<file path="src/rtl/demux_dest_n.sv">
// demux_dest_n: N-way destination demultiplexer with one small FIFO per destination.
// Each input word is steered by its destination field data_in[DEST_LSB +: DW]
// into that destination's FIFO; every FIFO head is shown on its own output slice.
//
// Ports:
//   clk        rising-edge clock
//   reset      synchronous, active-high reset
//   data_in    input word (BW bits), destination field at DEST_LSB
//   valid_in   data_in is valid
//   ready_in   combinational: the FIFO addressed by data_in has room
//   data_out   NUM_DEST slices of BW bits, slice i = head of FIFO i (0 when empty)
//   valid_out  bit i set when FIFO i is non-empty
//   ready_out  bit i: consumer i takes the head word
//   cnt_out    per-destination accepted-word counters, CNT_W bits each
//              (present only when DEMUX_DEST_STATS_EN is defined)
//
// Optional feature macro: DEMUX_DEST_STATS_EN
module demux_dest_n #(
  parameter int unsigned BW       = 6,
  parameter int unsigned NUM_DEST = 2,
  parameter int unsigned DEST_LSB = 4,
  parameter int unsigned DEPTH    = 2,
  parameter int unsigned CNT_W    = 8
) (
  input  logic                         clk,
  input  logic                         reset,
  input  logic [BW-1:0]                data_in,
  input  logic                         valid_in,
  output logic                         ready_in,
  output logic [NUM_DEST*BW-1:0]       data_out,
  output logic [NUM_DEST-1:0]          valid_out,
  input  logic [NUM_DEST-1:0]          ready_out
`ifdef DEMUX_DEST_STATS_EN
  ,
  output logic [NUM_DEST*CNT_W-1:0]    cnt_out
`endif
);

  localparam int unsigned DW = $clog2(NUM_DEST);
  localparam int unsigned AW = $clog2(DEPTH);
  localparam int unsigned CW = $clog2(DEPTH + 1);

  // Parameter sanity checks, evaluated at elaboration only
  if ((NUM_DEST < 2) || ((NUM_DEST & (NUM_DEST - 1)) != 0) ||
      (DEPTH < 2) || ((DEPTH & (DEPTH - 1)) != 0) ||
      (DEST_LSB + DW > BW) || (CNT_W < 1)) begin : g_param_err
    $error("demux_dest_n: illegal parameter combination");
  end

  logic [DW-1:0]       dest;
  logic [NUM_DEST-1:0] full;
  logic                push_acc;

  assign dest = data_in[DEST_LSB +: DW];

  // No pass-through: a full FIFO refuses even when it is popped this cycle
  assign ready_in = !reset && !full[dest];
  assign push_acc = valid_in && ready_in;

  for (genvar i = 0; i < NUM_DEST; i++) begin : g_dest
    logic [BW-1:0] mem [DEPTH];
    logic [AW-1:0] rd_ptr;
    logic [AW-1:0] wr_ptr;
    logic [CW-1:0] count;
    logic          push;
    logic          pop;

    assign push = push_acc && (dest == DW'(i));
    assign pop  = valid_out[i] && ready_out[i];

    assign full[i]      = (count == CW'(DEPTH));
    assign valid_out[i] = (count != '0);
    assign data_out[i*BW +: BW] = valid_out[i] ? mem[rd_ptr] : '0;

    // Pointer/count state; pointers wrap naturally since DEPTH is a power of 2
    always_ff @(posedge clk) begin
      if (reset) begin
        rd_ptr <= '0;
        wr_ptr <= '0;
        count  <= '0;
      end else begin
        if (push) wr_ptr <= wr_ptr + AW'(1);
        if (pop)  rd_ptr <= rd_ptr + AW'(1);
        if (push && !pop)      count <= count + CW'(1);
        else if (!push && pop) count <= count - CW'(1);
      end
    end

    // Storage needs no reset: empty FIFOs are masked on data_out
    always_ff @(posedge clk) begin
      if (push) mem[wr_ptr] <= data_in;
    end

`ifdef DEMUX_DEST_STATS_EN
    logic [CNT_W-1:0] cnt;

    // Accepted-push counter, wraps modulo 2^CNT_W
    always_ff @(posedge clk) begin
      if (reset)     cnt <= '0;
      else if (push) cnt <= cnt + CNT_W'(1);
    end

    assign cnt_out[i*CNT_W +: CNT_W] = cnt;
`endif
  end

endmodule
</file>
<file path="config.mk">
export PLATFORM = sky130hd
export DESIGN_NAME = demux_dest_n
export DESIGN_NICKNAME = d
export VERILOG_FILES = /design/src/rtl/demux_dest_n.sv
export SDC_FILE = /design/constraint.sdc
export NUM_CORES = 1
export LEC_CHECK = 0
export CORE_MARGIN = 2
export CORE_UTILIZATION = 29
export CTS_BUF_LIST = sky130_fd_sc_hd__clkbuf_16
export CTS_CLUSTER_SIZE = 10
export DETAILED_ROUTE_END_ITERATION = 8
export GPL_TIMING_DRIVEN = 1
export SLEW_MARGIN = 15
export SYNTH_ARGS = -nofsm -noshare
export SYNTH_HDL_FRONTEND = slang
export SYNTH_SLANG_ARGS = --single-unit
</file>
<file path="constraint.sdc">
create_clock -name clk -period 1.8 [get_ports clk]
set_clock_uncertainty 0.05 [all_clocks]
set_input_delay 0.27 -clock clk [delete_from_list [all_inputs] [get_ports clk]]
set_output_delay 0.27 -clock clk [all_outputs]
set_load 0.01 [all_outputs]
</file>
# After elaboration in Yosys (flattened, before gate mapping)
# Memory sizes are Yosys's and may differ from the RTL's. A register that Yosys moved wholly into a read port is not among the register bits.
# Index checks and enable logic that the tools add are counted.
# totals
ff_bits,8
ram_bits,24
n_memories,2
# classes
n_addsub,8
n_lt_le_gt_ge,1
eq_ne,2
mux,16
bitwise,1
n_reduce_logical,20
# mem_list
name,depth,word_bits,read_ports,rd_clocked_by_memory_dff,write_ports,line,text
g_dest[0].mem,2,6,1,1,1,61,logic [BW-1:0] mem [DEPTH];
g_dest[1].mem,2,6,1,1,1,61,
# ops
op,n
$mux 6,2
$logic_and 1x1->1,10
$mux 1,10
$mux 2,4
$reduce_bool 2->1,4
$logic_not 1->1,6
$add 1x1->1 const B,4
$add 2x1->2 const B,2
$eq 2x2->1 const B,2
$sub 2x1->2 const B,2
$lt 1x2->1 const B,1
$not 1->1,1

# Depth between registers and ports, before layout
# Gate-level depths: netlist of the first run.
# logic_depth
depth_word,11
ltp_mapped,7
mapped_depth_nobuf,7

# Least setup slack after synthesis of the first run
# OpenSTA, ideal clock, no wires.
# synth_path
path_kind,register to register
startpoint,register g_dest[0].count[0]
endpoint,memory g_dest[0].mem[0][0] (enable)
setup_ns,0.377
arrival_ns,1.159
required_ns,1.373
path_slack_ns,0.214
path_stages_with_launch,4
n_path_buf,0
cell_sequence,dfxtp_1 -> nor2b_1 -> or2_1 -> nor3_1
# synth_between
elab_chain_len,9
# synth_lines
element,line,text
"start, declared",64,logic [CW-1:0] count;
"start signal, assigned",84,if (push && !pop) count <= count + CW'(1);
"start signal, assigned",85,else if (!push && pop) count <= count - CW'(1);
$eq 2x2->1,71,assign full[i] = (count == CW'(DEPTH));
$mux 1 (implied by the code) (2 in series),57,assign ready_in = !reset && !full[dest];
$logic_not 1->1,57,
$logic_and 1x1->1,57,
$logic_and 1x1->1,58,assign push_acc = valid_in && ready_in;
$logic_and 1x1->1,68,assign push = push_acc && (dest == DW'(i));
$mux 1,91,if (push) mem[wr_ptr] <= data_in;
$mux 1 (implied by the code),91,
"end, declared",61,
# No other way between the ends. The select of a mux whose other input is x is not followed.

# Final worst setup path of the first run
# layout_path
startpoint,input port valid_in
endpoint,register g_dest[0].count[1]
# layout_between
elab_chain_len,5
# layout_lines
element,line,text
"start, declared",28,"input logic valid_in,"
$logic_and 1x1->1 *,58,
$logic_and 1x1->1 *,68,
named net g_dest[0].push,65,logic push;
$logic_not 1->1,85,
$logic_and 1x1->1,85,
$reduce_bool 2->1 (no line),-,
# Mark *: on every way through the listed nets, which the timed path passes. The rest lies on a longest branch.
# A chain may end at the register's enable or synchronous reset.

==> reports/qor.csv, run 1 <==
metric;value;unit
status;finished, final reports clean;
fin_crit_sh;96.2;%
dp.cells;200;
hp-class;in -> reg;
p_per_area;1470;nW/um2
use_met1;11.2;%
synth.most_common_cell;edfxtp_1;
viasPerCell;4.40;
multi_input_area;418;um2
critical_path_required;1.95;ns
critPathMaxStageDelay;0.51;ns
syn-instance-count;107;
ys_top_cells_by_area;edfxtp_1, dfxtp_1, mux2i_1;
drc_errors;0;
post-route-min-period;1.73;ns
ant_nets;0;
netlist.area_leader.share;52.7;%
numPortBuffers;25;
antenna_found_initial;0;
slowest_stage;clkdlybuf4s50_1;
dp_hpwl;1.81;mm
die_width;72.7;um
hold_slack;0.353;ns
cts_buffer_depth;2;
worstMarginPinSlew;0.292;ns
final_hold_viol_count;0;
synth_top_area_cell;edfxtp_1;
start_kind;input pin;
fin_ws;0.0681;ns
fp.coreArea;4440;um2
wl_per_cell;11.5;um
grt_pass1_vias;887;
die_area;5280;um2
clock_latency;0.27;ns
std_cell_rows;24;
antennaDiodeCount;0;
syn_to_final_growth;45.0;%
cp-end-kind;flop;
p_clk_share;31.6;%
ys_warn_count;0;
synth_ff_type;edfxtp_1;
share_comb_of_total_power;31.6;%
avgSynthCellArea;12.8;um2
numCtsBuffers;5;
rsz0062_at_grt;no;
switching_power;0.828;mW
ys_types;22;
cts_max_level;2;
fillers;409;
fin_util;44.6;%
fin_cells;209;
io_pins;26;
synth_nets;120;
crit_type;in -> reg;
dpl_worst_slack;-0.309;ns
cts_root_buffer;clkbuf_16;
ff2ff_setup_slack;0.14;ns
initialDrtViolationCount;72;
switching_share;28.3;%
max_clock_freq;0.577;GHz
maxCapViolCount;0;
start_util;30.8;%
grt_pass1_wl;3.91;mm
p_leak;0.841;nW
clk_pin_slew;0.05;ns
drt-pass1-iter-count;4;
synth-seq-cells;34;
seq_power_share;36.8;%
routed_wl;2.41;mm
power.internal;2.09;mW
relSlewSlack;80.3;%
yosysSeqAreaShare;67.3;%
ir_drop;0.000578;V
tritoncts;done;
maxSlewViolCount;0;
gr-max-usage-layer;met2;
grtUsageMet2;16.6;%
power;2.92;mW
met3_usage;3.45;%
fin_nets;169;
drive_gt1_share;21.0;%
synthTopCellsByCount;edfxtp_1, nor2_1, mux2i_1;
finalSetupViolCount;0;
clock_sink_count;34;
syn_area;1370;um2
gr-total-overflow;0;
cp.arrival;1.88;ns
critPathMaxFanout;3;
vias;919;
async_reset_ff_share;0;%
grt_max_degree;11;
crit_chain;clkdlybuf4s50_1 -> nand2b_1 -> nor3_2 -> ha_1 -> or3_1 -> a21oi_1;
fp.dieH;72.7;um
synth-edff-count;24;
regArea;927;um2
place_congestion;0.788;
grt_usage;10.2;%
through the flow:
stage | area, um2 | TNS [ns]
6_report | 1980 | 0
5_1_grt | 1980 | 0
4_1_cts | 1970 | 0
3_5_place_dp | 1810 | -1.71
3_3_place_gp | 1810 | -0.982
2_1_floorplan | 1370 | 0
kinds of logic (layout without fill, tap and decap cells):
group                      count (synthesis)  after routing  synth area share [%]
muxes                                     12             12                  8.78
buffers and inverters                      9             59                  2.65
xor gates and xnor gates                   6              6                  3.84
adders and majority gates                  2              2                  1.83
AOI/OAI and AO/OA                         11             11                  4.85
and+or+nand+nor                           33             33                  10.7
DFF                                       34             34                  67.3
layer usage:
layer | part of all wire (%) | up-vias | wire [um]
li1 | - | 474 | -
met1 | 43 | 416 | 1040
met2 | 48 | 23 | 1160
met3 | 5.3 | 6 | 127
met4 | 3.3 | 0 | 80
met5 | 0 | - | 0
layout by cell type, fill, tap and decap left out, types with 6 or more instances in the layout:
cell type	synthesis	routed
inv_1	6	8
mux2i_1	12	12
edfxtp_1	24	24
buf_4	0	20
xor2_1	6	6
dlygate4sd2_1	0	14
clkdlybuf4s50_1	0	9
nor2_1	22	22
flip-flops by register name, summed over array words and instances, names as in the netlist, named ones only:
name,cells
g_dest.mem,24
g_dest.count,4
g_dest.rd_ptr,2
g_dest.wr_ptr,2
worst max-delay path: cells and delay by family:
family | cells | cell delay [ns]
AND/OR/NAND/NOR | 3 | 0.69
buffers and inverters | 1 | 0.51
adder cells (fa/ha/maj) | 1 | 0.27
AO/OA/AOI/OAI | 1 | 0.15
cell type report:
cell class                      instances  area share (%)
Timing Repair Buffer                   45            19.6
Multi-Input combinational cell         64            21.1
Clock buffer                            5            6.31
Sequential cell                        34            46.8
Tap cell                               52            3.28
Inverter                                6            1.14
Clock inverter                          3            1.89
path summary, 6_finish.rpt:
kind,start,to,cells past startpoint
worst max-delay path,valid_in,g_dest[0].count[1],6
worst min-delay path,reset,flop,3
worst max register to register,g_dest[1].count[0],g_dest[1].count[1],6
worst min register to register,g_dest[1].wr_ptr,g_dest[1].wr_ptr,1
repair_timing:
item	in CTS	in global routing
hold buffers	0	0
resized for setup	20	3
pin swaps	0	1
setup buffers	0	1
hold endpoints to repair	0	0
setup endpoints to repair	16	4
power by group through the flow:
| stage | clock network [mW] | registers, mW | logic (mW) |
|---|---|---|---|
| after floorplan | 0 | 1.02 | 0.539 |
| after global placement | 0 | 1.07 | 1.02 |
| after detailed placement | 0 | 1.08 | 1.04 |
| after CTS | 0.942 | 1.07 | 0.942 |
| after global routing | 0.979 | 1.09 | 1.03 |
| final | 0.923 | 1.08 | 0.924 |
No activity file was read; power rests on OpenSTA's default activity.
==> run 2, diff against run 1 <==
--- a/config.mk
+++ b/config.mk
@@ -6,7 +6,7 @@
 export NUM_CORES = 1
 export LEC_CHECK = 0
 export CORE_MARGIN = 2
-export CORE_UTILIZATION = 29
+export CORE_UTILIZATION = 30
 export CTS_BUF_LIST = sky130_fd_sc_hd__clkbuf_16
 export CTS_CLUSTER_SIZE = 10
 export DETAILED_ROUTE_END_ITERATION = 8
==> run 2 against run 1 <==
  * Die area shrank 3.2%
  * Power fell by 5.4%
  * Global-route usage grew 1.2 points
  * Sequential power about the same
  * Flip-flop and latch count did not move
  * Routed wire length up 4.6%
  * Setup slack gained 0.026 ns
  * Non-clock buffer count decreased by 2
  * Fmax grew 1.5%
  * Hold slack worse by 0.023 ns
  * Critical path depth down 2
  * Utilization fell by 0.39 points
==> reports/qor.csv, run 2 (synthesis results as in run 1) <==
metric;value;unit
cp-end-kind;output pin;
relSlewSlack;78.8;%
syn_to_final_growth;41.8;%
final_hold_viol_count;0;
initialDrtViolationCount;37;
start_util;31.2;%
start_kind;flop;
std_cell_rows;24;
drt-pass1-iter-count;3;
switching_share;29.4;%
fin_nets;167;
fp.coreArea;4380;um2
viasPerCell;4.54;
status;finished, final reports clean;
hp-class;in -> reg;
cts_resized;19;
critPathMaxFanout;3;
p_leak;0.821;nW
vias;939;
seq_power_share;38.9;%
final_cell_mix;edfxtp_1, nor2_1, buf_4, dlygate4sd2_1, mux2i_1;
grt_pass1_wl;4.32;mm
setup-tns-final;0;ns
numPortBuffers;25;
die_width;71.5;um
cts_buffer_depth;2;
grt_pass1_vias;991;
share_comb_of_total_power;33.8;%
fin_crit_sh;94.8;%
rsz0062_at_grt;no;
antenna_found_initial;0;
clock_latency;0.27;ns
ir_drop;0.000520;V
grtUsageMet2;19.5;%
maxCapViolCount;0;
fp.dieH;71.5;um
cp.arrival;1.39;ns
post-route-min-period;1.71;ns
clock_sink_count;34;
power;2.76;mW
power.internal;1.95;mW
wl_per_cell;12.2;um
maxSlewViolCount;0;
p_clk_share;27.3;%
io_pins;26;
p_per_area;1420;nW/um2
clk_pin_slew;0.05;ns
cts_root_buffer;clkbuf_16;
grt_max_degree;11;
switching_power;0.813;mW
hold_buffers;0;
worstMarginPinSlew;0.314;ns
tritoncts;done;
post_cts_buffers;0;
gr-total-overflow;0;
met3_usage;2.25;%
critical_path_required;1.48;ns
finalSetupViolCount;0;
top_regs;g_dest.mem x24, g_dest.count x4;
dp_hpwl;1.90;mm
mostFrequentLayoutCell;edfxtp_1;
largest_register;g_dest.mem;
use_met1;12.5;%
antennaDiodeCount;0;
largest_reg_flops;24;
crit_type;reg -> out;
drc_errors;0;
routed_wl;2.52;mm
gr-max-usage-layer;met2;
place_congestion;0.731;
drive_gt1_share;18.7;%
cts_max_level;2;
die_area;5110;um2
numCtsBuffers;5;
ant_nets;0;
grt_usage;11.5;%
max_clock_freq;0.586;GHz
[run 2: cell types whose count changed in the layout (fill, tap and decap cells not counted), sizes merged]
cell,previous run,this run
buf,20,18
bufinv,1,0
inv,8,9
[run 2: final timing paths]
path,slack [ns],endpoint,start,cells after the start
min reg2reg,0.42,g_dest[1].wr_ptr,g_dest[1].wr_ptr,1
max,0.09,ready_in,g_dest[0].count[1],4
min,0.33,flop,reset,3
max reg2reg,0.16,g_dest[1].count[1],g_dest[1].count[0],7
[run 2: critical path, stage by stage, from the launching register on]
cell,delay (ns)
dfxtp_1,0.31
nor2b_1,0.16
or2_1,0.23
a21oi_1,0.14
dlygate4sd2_1,0.28
[run 2: cell type report]
| type | count | area, um2 |
|---|---|---|
| well taps | 52 | 65.1 |
| inverters | 6 | 22.5 |
| repair buffers | 43 | 373 |
| clock inverters | 3 | 11.3 |
| fillers | 412 | 2440 |
| clock buffers | 5 | 125 |
| flip-flops and latches | 34 | 927 |
| multi-input cells | 64 | 415 |
[run 2: per-layer routing]
layer  up-vias  share of wire, %
met5         -                 0
met4         0               3.3
met3         6               4.4
met2        23                51
met1       440                41
li1        470                 -
[run 2: through the flow]
| stage | std cells | hold WS, ns | setup slack, ns | util (%) | cell area [um2] |
|---|---|---|---|---|---|
| 2_1_floorplan | 107 | 0.319 | 0.214 | - | 1370 |
| 3_3_place_gp | 199 | 0.407 | -0.181 | 41.2 | 1800 |
| 3_5_place_dp | 199 | 0.412 | -0.271 | 41.2 | 1800 |
| 4_1_cts | 207 | 0.423 | 0.0130 | 44.0 | 1930 |
| 5_1_grt | 207 | 0.352 | 0.00369 | 44.2 | 1940 |
| 6_report | 207 | 0.330 | 0.0944 | 44.2 | 1940 |
[run 2: power by group through the flow]
stage / registers, mW / logic [mW] / clock network, mW
after global placement: 1.07 / 1.03 / 0
after CTS: 1.08 / 0.953 / 0.780
after global routing: 1.09 / 1.05 / 0.809
after floorplan: 1.02 / 0.539 / 0
after detailed placement: 1.08 / 1.05 / 0
final: 1.08 / 0.933 / 0.755
==> run 3, diff against run 2 <==
--- a/config.mk
+++ b/config.mk
@@ -5,12 +5,15 @@
 export SDC_FILE = /design/constraint.sdc
 export NUM_CORES = 1
 export LEC_CHECK = 0
+export CELL_PAD_IN_SITES_DETAIL_PLACEMENT = 1
+export CELL_PAD_IN_SITES_GLOBAL_PLACEMENT = 1
 export CORE_MARGIN = 2
 export CORE_UTILIZATION = 30
 export CTS_BUF_LIST = sky130_fd_sc_hd__clkbuf_16
 export CTS_CLUSTER_SIZE = 10
 export DETAILED_ROUTE_END_ITERATION = 8
 export GPL_TIMING_DRIVEN = 1
+export PLACE_DENSITY = 0.59
 export SLEW_MARGIN = 15
 export SYNTH_ARGS = -nofsm -noshare
 export SYNTH_HDL_FRONTEND = slang
==> run 3 against run 2 <==
  * Sequential power about the same
  * Clock power increased by 4.5%
  * Critical path depth unchanged
  * Via count increased by 2.1%
  * Register-to-register slack about the same
  * Die area unchanged
  * Flip-flop and latch count unchanged
  * Count of clock-buffer cells in the layout unchanged
  * Hold slack improved by 0.0084 ns
  * First-iteration DRC count decreased by 35%
  * Utilization increased by 0.57 points
==> reports/qor.csv, run 3 (synthesis results as in run 1) <==
metric;value;unit
status;finished, final reports clean;
drt-pass1-iter-count;4;
mostFrequentLayoutCell;edfxtp_1;
grt_pass1_wl;4.74;mm
largest_register;g_dest.mem;
clock_sink_count;34;
cts_buffer_depth;2;
ir_drop;0.000565;V
ant_nets;0;
crit_path_start;g_dest[0].count[1];
worstHoldEndpoint;g_dest[1].mem[0][4];
routed_wl;2.83;mm
hp-class;in -> reg;
dp.cells;201;
start_util;31.2;%
grt_usage;12.6;%
grt_pass1_vias;1025;
p_per_area;1430;nW/um2
post-route-min-period;1.73;ns
die_width;71.5;um
critPathMaxFanout;3;
p_leak;0.829;nW
numCtsBuffers;5;
drc_errors;0;
hold_depth;2;
share_comb_of_total_power;33.9;%
cp-end-kind;output pin;
worstMarginPinSlew;0.283;ns
finalSetupViolCount;0;
seq_power_share;38.1;%
switching_power;0.857;mW
critPathMaxStageDelay;0.31;ns
fin_crit_sh;96.0;%
place_congestion;0.784;
maxCapViolCount;0;
r2r_cells;7;
syn_to_final_growth;43.6;%
hp-start;data_in[4];
numPortBuffers;25;
crit_type;reg -> out;
fin_cells;209;
worstReg2RegEnd;g_dest[1].count[1];
crit_chain;nor2b_1 -> or2_1 -> a21oi_1 -> dlygate4sd2_1;
initialDrtViolationCount;24;
relSlewSlack;80.9;%
fillers;487;
cp.arrival;1.41;ns
drive_gt1_share;20.4;%
final_hold_viol_count;0;
rsz0062_at_grt;no;
vias;959;
io_pins;26;
rr_startpoint;g_dest[1].count[0];
wl_per_cell;13.6;um
max_clock_freq;0.579;GHz
cts_root_buffer;clkbuf_16;
cts_max_level;2;
viasPerCell;4.59;
grt_max_degree;11;
switching_share;30.4;%
dp_hpwl;2.11;mm
top_regs;g_dest.mem x24, g_dest.count x4;
fp.dieH;71.5;um
power.internal;1.96;mW
tritoncts;done;
start_kind;flop;
fp.coreArea;4380;um2
slowest_stage;dfxtp_1;
hold_slack;0.339;ns
hold_buffers;0;
final_cell_mix;edfxtp_1, nor2_1, buf_4, dlygate4sd2_1, mux2i_1;
clock_latency;0.27;ns
antenna_found_initial;0;
antennaDiodeCount;0;
gr-total-overflow;0;
ff2ff_setup_slack;0.16;ns
power;2.82;mW
maxSlewViolCount;0;
p_clk_share;28.0;%
fin_nets;169;
std_cell_rows;24;
clk_pin_slew;0.05;ns
die_area;5110;um2
largest_reg_flops;24;
critical_path_required;1.48;ns
-- run 3: cell types whose count changed in the layout (fill, tap and decap cells not counted) --
cell / before / now
clkinv_1: 0 / 3
dlymetal6s2s_1: 2 / 3
clkdlybuf4s50_1: 9 / 8
nand2b_1: 2 / 1
inv_1: 9 / 6
buf_4: 18 / 20
nand2b_4: 0 / 1
-- run 3: worst max-delay path by stage --
stage	end	slack, ns
2_1_floorplan	g_dest[0].mem[0][0]	0.21
3_3_place_gp	g_dest[0].count[1]	-0.18
3_5_place_dp	g_dest[0].count[1]	-0.30
4_1_cts	ready_in	0.05
5_1_grt	ready_in	0.009
6_report	ready_in	0.07
-- run 3: area by class of cell --
| type | count | area (um2) | area share, % |
|---|---|---|---|
| clock buffers | 5 | 125 | 6.37 |
| repair buffers | 45 | 390 | 19.9 |
| inverters | 6 | 22.5 | 1.15 |
| clock inverters | 3 | 11.3 | 0.573 |
| well taps | 52 | 65.1 | 3.31 |
| flip-flops and latches | 34 | 927 | 47.2 |
| multi-input cells | 64 | 423 | 21.5 |
-- run 3: routing by layer --
layer	vias to the layer above	GRT usage (%)	wire length (um)	part of all wire (%)
li1	476	-	-	-
met1	456	14.3	1160	41
met2	23	20.5	1470	52
met3	4	5.06	158	5.6
met4	0	6.29	36	1.3
met5	-	0	0	0
-- run 3: repair_timing --
action,CTS,global route
buffers inserted,0,0
endpoints found under the setup margin,15,2
resized for setup,20,4
-- run 3: critical path: cells and delay by family, from the launching register on --
| family | cells | cell delay [ns] |
|---|---|---|
| and+or+nand+nor | 2 | 0.40 |
| AOI/OAI and AO/OA | 1 | 0.15 |
| DFF | 1 | 0.31 |
| buffers and inverters | 1 | 0.28 |
-- run 3: power groups by stage --
stage,combinational [mW],sequential [mW],clock [mW]
3_3_place_gp,1.04,1.07,0
5_1_grt,1.08,1.10,0.836
4_1_cts,0.976,1.08,0.808
2_1_floorplan,0.539,1.02,0
6_report,0.955,1.07,0.789
3_5_place_dp,1.07,1.08,0
-- run 3: metrics by stage --
stage	setup WS (ns)	cell area (um2)	utilization, %	setup TNS (ns)
after floorplan	0.214	1370	-	0
after global placement	-0.182	1820	41.5	-0.903
after detailed placement	-0.296	1820	41.5	-1.71
after CTS	0.0512	1950	44.5	0
after global routing	0.00921	1960	44.8	0
final	0.0729	1960	44.8	0
